File: src/rtl/mux_8to1_pkg.sv
// ----------------------------------------------------------------------------
// mux_8to1_pkg : shared constants and select type for the 8:1 multiplexer
// Rev 1.0
// ----------------------------------------------------------------------------
`default_nettype none

package mux_8to1_pkg;
    localparam int N_INPUTS = 8;
    localparam int SEL_W    = 3;

    typedef logic [SEL_W-1:0] sel_t;
endpackage : mux_8to1_pkg

`default_nettype wire

File: src/rtl/mux_8to1_core.sv
// ----------------------------------------------------------------------------
// mux_8to1_core : purely combinational 8:1 selector over a packed input bus
// Rev 1.0
// ----------------------------------------------------------------------------
`default_nettype none

module mux_8to1_core
    import mux_8to1_pkg::*;
#(
    parameter int WIDTH = 1
) (
    input  logic [N_INPUTS*WIDTH-1:0] I,
    input  sel_t                      S,
    output logic [WIDTH-1:0]          Y
);

    logic [WIDTH-1:0] w_in [N_INPUTS];

    // Array form keeps an unknown select propagating as X in simulation.
    for (genvar k = 0; k < N_INPUTS; k++) begin : g_unpack
        assign w_in[k] = I[k*WIDTH +: WIDTH];
    end

    assign Y = w_in[S];

endmodule : mux_8to1_core

`default_nettype wire

File: src/rtl/mux_8to1.sv
// ----------------------------------------------------------------------------
// mux_8to1 : 8:1 multiplexer with optional registered output stage
// Rev 1.0
// ----------------------------------------------------------------------------
`default_nettype none

module mux_8to1
    import mux_8to1_pkg::*;
#(
    parameter int WIDTH   = 1,
    parameter int OUT_REG = 1
) (
    input  logic                      clk,
    input  logic                      rst_n,
    input  logic [N_INPUTS*WIDTH-1:0] I,
    input  sel_t                      S,
    input  logic                      in_valid,
    output logic [WIDTH-1:0]          Y,
    output logic [WIDTH-1:0]          Y_q,
    output logic                      out_valid,
    output sel_t                      S_q
);

    logic [WIDTH-1:0] w_y;

    mux_8to1_core #(
        .WIDTH (WIDTH)
    ) u_core (
        .I (I),
        .S (S),
        .Y (w_y)
    );

    assign Y = w_y;

    if (OUT_REG != 0) begin : g_out_reg
        logic [WIDTH-1:0] r_yq;
        sel_t             r_sq;
        logic             r_valid;

        // Reset wins over a simultaneous valid beat; idle beats hold data.
        always_ff @(posedge clk) begin
            if (!rst_n) begin
                r_yq    <= '0;
                r_sq    <= '0;
                r_valid <= 1'b0;
            end else begin
                r_valid <= in_valid;
                if (in_valid) begin
                    r_yq <= w_y;
                    r_sq <= S;
                end
            end
        end

        assign Y_q       = r_yq;
        assign S_q       = r_sq;
        assign out_valid = r_valid;
    end else begin : g_no_reg
        logic w_unused;
        assign w_unused  = &{1'b0, clk, rst_n, in_valid};
        assign Y_q       = '0;
        assign S_q       = '0;
        assign out_valid = 1'b0;
    end

endmodule : mux_8to1

`default_nettype wire

File: config.mk
export PLATFORM = sky130hd
export DESIGN_NAME = mux_8to1
export DESIGN_NICKNAME = d
export VERILOG_FILES = /design/src/rtl/mux_8to1_pkg.sv /design/src/rtl/mux_8to1_core.sv /design/src/rtl/mux_8to1.sv
export SDC_FILE = /design/constraint.sdc
export NUM_CORES = 1
export LEC_CHECK = 0
export ABC_AREA = 0
export CAP_MARGIN = 40
export CORE_AREA = 2 2 39 41
export DETAILED_ROUTE_END_ITERATION = 8
export DIE_AREA = 0 0 41 43
export PLACE_DENSITY = 0.59
export SETUP_SLACK_MARGIN = 0.2
export SLEW_MARGIN = 20
export SYNTH_ARGS = -nofsm -noshare
export SYNTH_HDL_FRONTEND = slang
export SYNTH_SLANG_ARGS = --single-unit
File: constraint.sdc
create_clock -name clk -period 1.6 [get_ports clk]
set_clock_uncertainty 0.05 [all_clocks]
set_input_delay 0.32 -clock clk [delete_from_list [all_inputs] [get_ports clk]]
set_output_delay 0.32 -clock clk [all_outputs]
set_load 0.1 [all_outputs]
* Yosys cells after proc, flatten, opt, wreduce, memory -nomap -nowiden
Index checks and enable logic that the tools add are counted.
** Storage, ports and cells
- Flip-flop bits (word level) :: 5
- Latch bits :: 0
- Bits in writable memories :: 0
- ROM bits :: 0
- Input bits :: 14
- Output and inout port bits :: 6
- Memories kept :: 0
** Cells by class
- Add/sub/neg operators :: 0
- Multiply operators :: 0
- Divide/modulo/power cells :: 0
- Order comparisons :: 1
- Equal/unequal tests :: 0
- Shift operators :: 0
- Muxes and demuxes :: 3
- Bitwise operators :: 1
- Reductions and logical operators :: 0
** Operator list (count)
- 4-bit >= comparator (second input constant) :: 1
- 3-bit NOT with 4-bit output :: 1
- 1-bit binary-select mux with 3-bit select :: 1
- 1-bit 2-to-1 mux :: 2

* Depth between registers and ports, before layout
Gate-level depths: netlist of the first run.
- Depth after elaboration :: 4
- Gate-level depth with buffers :: 4
- Depth with buffers taken out :: 3

* Modules after synthesis
From an unflattened synthesis of the first run, not the netlist that was laid out.
** Unflattened totals
- Cell total of the unflattened synthesis :: 18
- Area total of the unflattened synthesis :: 247.7 um^2
** By module, submodules not included
- mux_8to1 :: times used 1, cells each 15, area an instance 183.9 um^2, sequential area each 100.1 um^2
- mux_8to1_core :: times used 1, cells each 3, area an instance 63.8 um^2, sequential area each 0.0 um^2

* Least setup slack after synthesis of the first run
OpenSTA, ideal clock, no wires.
- Path kind :: input -> output
- Start :: input port S[0]
- End :: output port Y
- Data arrival time :: 1627 ps
- Required time :: 1230 ps
- Slack :: -397 ps
- Cell stages on the path :: 4
- Cells stage by stage :: buf_6 -> mux2i_1 -> mux4_2 -> inv_1
** Between the ends
- Cells in the longest elaborated chain, start to end :: 4
** RTL lines
- from (decl) :: line mux_8to1.sv:16 : input sel_t S,
- 3-bit NOT with 4-bit output (not written as such) :: line mux_8to1_core.sv:24 : assign Y = w_in[S];
- 1-bit binary-select mux with 3-bit select :: line mux_8to1_core.sv:24
- 1-bit 2-to-1 mux (not written as such) (2 in a row) :: line mux_8to1_core.sv:24
- to (decl) :: line mux_8to1.sv:18 : output logic [WIDTH-1:0] Y,
Every way passes these cells. The select of a mux whose other input is x is not followed.

* Worst setup path in the final report of the first run
- Start :: input port S[2]
- End :: output port Y
Same word-level chain as after synthesis.

==> run_results.csv, run 1 <==
group,metric,value,unit
outcome,status,"finished, violations left",
outcome,violations,"negative setup slack",
synth,synth_most_common_cell,"mux2i_1",
pwr,p_clk_frac,0.293,
synth,synth.area.top_cells,"dfxtp_1, mux2i_1, mux4_2",
final_layout,final_util,0.392,
die,die_w,41,um
final_layout,diodes,0,
place,gp_congestion,0.618,
final_layout,drive_gt1_frac,0.542,
routing,ant_nets,0,
final_layout,final_net_count,63,
synth,synth_cell_types,10,
sta,timing.slew.headroom,0.810,
global_routing,grt_pass1_wl,1180,um
sta,tightest_slew,0.283,ns
critical_path,rrSetupSlack,0.85,ns
routing,drtIter0Drc,0,
die,die_h,43,um
sta,clock.fmax,0.588,GHz
global_routing,grt_max_degree,7,
critical_path,rr_startpoint,"Y_q$_SDFFE_PN0P_",
hold_path,worstHoldPathType,"in -> reg",
pwr,peakVddDrop,386,uV
cts,cts.sinks,5,
synth,yosys_warnings,0,
die,start_util,0.181,
hold_path,worstHoldStart,"S[0]",
critical_path,path_class,"in -> out",
synth,ys_ff_latch,5,
critical_path,reg2regPathDepth,2,
cts,cts_buffer_depth,2,
synth,ys_async_sr_fraction,0,
sta,period_needed,1.70,ns
place,place_ws,-0.636,ns
global_routing,grt_overflow,0,
routing,drt_first_pass_iters,1,
cts,clkLatencyLatePin,0.24,ns
die,dieArea,1760,sq um
pwr,power.internal,0.317,mW
sta,slew_violations,0,
global_routing,met3_usage,0.0681,
global_routing,gr-usage-met2,0.128,
place,dp_hpwl,566,um
global_routing,grtUsageTotal,0.103,
synth,synth_fp_nets,36,
routing,wirelength,710,um
sta,hold_violations,0,
final_layout,fill_cells,145,
critical_path,r2r_end,"Y_q$_SDFFE_PN0P_",
global_routing,gr-max-usage-layer,"met2",
hold_path,min_to,"S_q[0]$_SDFFE_PN0P_",
synth,synth_edf_count,0,
routing,vias_per_cell,4.03,
sta,grt_setup_unrepaired,"true",
critical_path,cp.required,1.23,ns
cts,ctsHoldBuffers,0,
place,portBuffers,19,
hold_path,hold_path_depth,4,
sta,timing.hold.ws,0.406,ns
cts,cts_root_buffer,"clkbuf_4",
die,ios,20,
final_layout,syn_to_final_growth,117,%
pwr,seqPwrFrac,0.289,
synth,avgSynthCellArea,11.4,sq um
cts,cts_tree,"built",
job,cap_violations,0,
synth,synth_area_leader_cell,"dfxtp_1",
sta,layout_setup_ws,-0.101,ns
critical_path,end_kind,"output port",
synth,yosysSeqAreaShare,0.400,
critical_path,cp.arrival,1.33,ns
critical_path,start_kind,"input pin",
cts,htree_levels,1,
die,core,1380,sq um
die,num_rows,14,
pwr,comb_power_share,0.418,
global_routing,met1_usage,0.117,
routing,wire_per_inst,11.1,um
synth,synth_area,250,sq um
global_routing,grt_pass1_vias,292,
synth,synth_flop_cell,"dfxtp_1",
sta,setup_viol,1,
routing,num_vias,258,
pwr,p_per_area,898,nW/um^2
pwr,p_sw_frac,0.349,
cts,clkTransAtPathRegs,0.04,ns
synth,netlist_instances,22,
pwr,power.switching,0.170,mW
synth,synth_top_area_frac,0.400,
cts,cts_made_buffers,3,
critical_path,worstPathMaxFanout,2,
synth,synth_common_cells,"mux2i_1, dfxtp_1, nor2b_1",
routing,drcViolationCount,0,
global_routing,antenna_found_initial,0,
pwr,p_leak,0.249,nW
sta,finalCritPeriodShare,1.06,
## repair_timing
item | 4_1_cts | 5_1_grt
buffers inserted | 1 | 0
resized for setup | 32 | 3
hold endpoints to repair | 0 | 0
setup endpoints to repair | 2 | 1
## power by group through the flow
stage	sequential, mW	clock (mW)	combinational [mW]
finish	0.141	0.143	0.204
CTS	0.141	0.150	0.207
floorplan	0.196	0	0.0602
detailed placement	0.143	0	0.209
global route	0.142	0.163	0.214
global placement	0.143	0	0.209
## how the worst max path moves through the flow
stage	start	end	slack [ns]	cells after the start
after floorplan	S[0]	Y	-0.17	4
after global placement	S[0]	Y	-0.63	5
after detailed placement	S[0]	Y	-0.64	5
after CTS	S[0]	Y	-0.1	5
after global routing	S[0]	Y	-0.12	5
final	S[2]	Y	-0.10	4
## sequential cells by signal, summed over array words and instances, names as in the netlist
name	cells
out_valid	1
Y_q	1
S_q	3
## layer usage
| layer | vias up | share of wire |
|---|---|---|
| met4 | 0 | 0 |
| met1 | 112 | 0.38 |
| met2 | 20 | 0.37 |
| met5 | - | 0 |
| li1 | 126 | - |
| met3 | 0 | 0.25 |
## stage by stage
step | power (mW) | area [sq um] | cells | setup TNS [ns]
finish | 0.488 | 543 | 64 | -0.101
global placement | 0.352 | 539 | 59 | -1.01
global route | 0.519 | 543 | 64 | -0.118
CTS | 0.498 | 558 | 64 | -0.0971
floorplan | 0.256 | 258 | 22 | -0.171
detailed placement | 0.352 | 539 | 59 | -1.02
## critical path, cell delays in order
cell and delay, ns:
clkdlybuf4s15_2 0.19, mux4_2 0.54, clkinvlp_4 0.11, buf_12 0.16
## layout by cell type (no fill, tap or decap)
master / n
a21oi_2: 1
buf_8: 1
nor2b_1: 3
clkdlybuf4s50_1: 2
clkdlybuf4s15_2: 1
o21ai_0: 1
clkbuf_2: 3
clkinvlp_4: 1
buf_2: 4
mux2i_1: 7
and2_1: 1
clkbuf_1: 1
dlygate4sd2_1: 1
buf_4: 5
clkbuf_4: 3
clkdlybuf4s15_1: 1
buf_12: 6
mux4_2: 1
dfxtp_1: 5
## final cells by class
cell class | count | area, sq um | area share
clock buffer | 4 | 26.3 | 0.0484
inverter | 1 | 7.51 | 0.0138
multi-input combinational | 14 | 131 | 0.242
sequential | 5 | 100 | 0.184
tap | 16 | 20.0 | 0.0369
timing repair buffer | 24 | 258 | 0.475
## cell families after synthesis
group | Yosys count | synth area share
AND/OR/NAND/NOR | 4 | 0.100
multiplexers | 8 | 0.370
flip-flops | 5 | 0.400
buffers and inverters | 3 | 0.0750
AO/OA/AOI/OAI | 2 | 0.0550
No activity file was read; power rests on OpenSTA's default activity.
==> inputs of run 2 (changes only) <==
CAP_MARGIN = default   (was 40)
==> results of run 2 <==
Final layout, timing and power as in run 1 (identical DEF).
==> variant (flow settings as in run 1) <==
Reset style: asynchronous (`rst_n`), changed in one clocked block.
--- a/src/rtl/mux_8to1.sv
+++ b/src/rtl/mux_8to1.sv
@@ -39,7 +39,7 @@
         logic             r_valid;
 
         // Reset wins over a simultaneous valid beat; idle beats hold data.
-        always_ff @(posedge clk) begin
+        always_ff @(posedge clk or negedge rst_n) begin
             if (!rst_n) begin
                 r_yq    <= '0;
                 r_sq    <= '0;
Formal check against the unedited RTL: differs if rst_n is asserted again (counterexample within 4 cycles, from zero or initial values and one cycle with rst_n low); with rst_n held inactive, the same outputs for 10 cycles.
==> variant against run 1 <==
The run still ends with setup timing left. Register-to-register slack worse by 0.08 ns. Die area unchanged. Design area up 8.1%. Clock power about the same. Area after synthesis unchanged. Maximum frequency down 0.67%. Sequential cell count unchanged. Power up 20%. Worst setup slack worse by 0.011 ns. Routed wire length up 4.1%.
==> variant: results (changes against run 1) <==
CTS
  – Clk root buf: clkbuf_4 (unchanged)
  – H-tree Lvls: 1 (unchanged)
  – TritonCTS Buffers: 3 (unchanged)
  – Clk slew on worst S/H paths: 0.04 ns (about the same)
  – Clock latency on the worst-skew pair: 0.23 ns

Setup path
  – R2r worst-path depth: 1 (was 2)
  – Max incr delay on CP: 0.52 ns (was 0.54 ns)
  – Crit path from: S[0] (was S[2])
  – CP max FO: 5 (was 2)
  – Slowest stage cell, crit path: mux4_2 (unchanged)
  – R2R Path Start: S_q[2]$_DFFE_PN0P_ (was Y_q$_SDFFE_PN0P_)
  – Critical Path End: Y (unchanged)
  – Crit Reg-Reg Endpoint: S_q[2]$_DFFE_PN0P_ (was Y_q$_SDFFE_PN0P_)
  – R2R Setup Slk: 0.77 ns (was 0.85 ns)
  – CP Data Arrival Time: ~1.3 ns

Synth
  – Post-synthesis mux area share: 42.5% (was 37.0%)
  – Synth Area in Compound Gates: 0% (was 5.50%)
  – Cell variety after synth: 6 (was 10)
  – Register area share after synthesis: 50.0% (was 40.0%)
  – Ys async rst share: 100% (was 0%)
  – Post-synth top cells: dfrtp_1 (5), mux2i_1 (5), mux2_2 (3) (was mux2i_1 (7), dfxtp_1 (5), nor2b_1 (3))
  – Most used flip-flop cell after synthesis: dfrtp_1 (was dfxtp_1)
  – Top post-synthesis cells by area: dfrtp_1 (50%), mux2i_1 (20%), mux2_2 (13%) (was dfxtp_1 (40%), mux2i_1 (28%), mux4_2 (9.0%))
  – Adder-cell share of the synthesized area: 0% (unchanged)
  – Synth warn: 0 (unchanged)
  – Syn_nets: 31 (was 36)

GRT
  – Pin count of the biggest net entering global routing: 6 (was 7)
  – Gr usage total: 10.2% (was 10.3%)
  – Vias in the first global route: 292 (unchanged)
  – Initial antenna violation count: 0 (unchanged)
  – First-pass GRT wire length: 1170 µm (was 1180 µm)

Pwr
  – Sequential power share: 26.5% (was 28.9%)
  – Logic gate share of total power: 49.1% (was 41.8%)
  – Internal power: 0.359 mW (was 0.317 mW)
  – VDD IR max: 519 µV (was 386 µV)
  – LEAKAGE: 0.272 nW (was 0.249 nW)

Routing
  – Vias per std cell: 4.03 (about the same)
  – Routed len/inst: 12.1 µm (was 11.1 µm)
  – First-pass detailed-route iteration total: 1 (unchanged)

Outcome
  – Status: finished with violations (unchanged)
  – Violated checks: setup timing (unchanged)

Timing
  – Setup ws final: -0.113 ns (was -0.101 ns)
  – Setup TNS: -0.113 ns (was -0.101 ns)
  – Final setup fails: 1 (unchanged)
  – Max transition margin: 84.6% (was 81.0%)

Place
  – Hpwl dp: 577 µm (was 566 µm)
  – Gpl congestion: 0.700 (was 0.618)
  – DP Worst Slack: -0.635 ns (was -0.636 ns)

Finish
  – Share of post-route cells with drive strength above 1: 55.6% (was 54.2%)
  – Number of nets in the layout: 60 (was 63)
  – Largest register FFs: 3 (unchanged)

Hold path
  – Hold Crit Class: primary input to asynchronous set/reset pin (was primary input to flip-flop)
## variant: repair_timing
action	in CTS	in global routing
gates resized for setup	30	1
endpoints found under the setup margin	2	2
hold endpoints to repair	0	0
buffers inserted	2	1
## variant: stage by stage
step	std cells	hold slack [ns]	cell area [µm²]	total power, mW	util (%)
after detailed placement	54	0.513	536	0.434	38.7
after CTS	60	0.254	576	0.590	41.6
after floorplan	17	-0.0256	258	0.306	-
after global placement	54	0.496	536	0.431	38.7
after global routing	61	0.268	587	0.614	42.4
final	61	0.255	587	0.585	42.4
## variant: layout make-up
cell class                 instances  area (µm²)
fill                             128         797
timing repair buffer              25         294
sequential                         5         125
multi-input combinational          9         110
clock buffer                       4        26.3
tap                               16        20.0
inverter                           2        11.3
## variant: per-layer routing
layer,vias up,part of all wire (%),track usage [%]
met2,17,48,16.3
met3,0,15,5.76
met4,0,0,4.00
met5,-,0,0
li1,116,-,-
met1,113,36,10.6
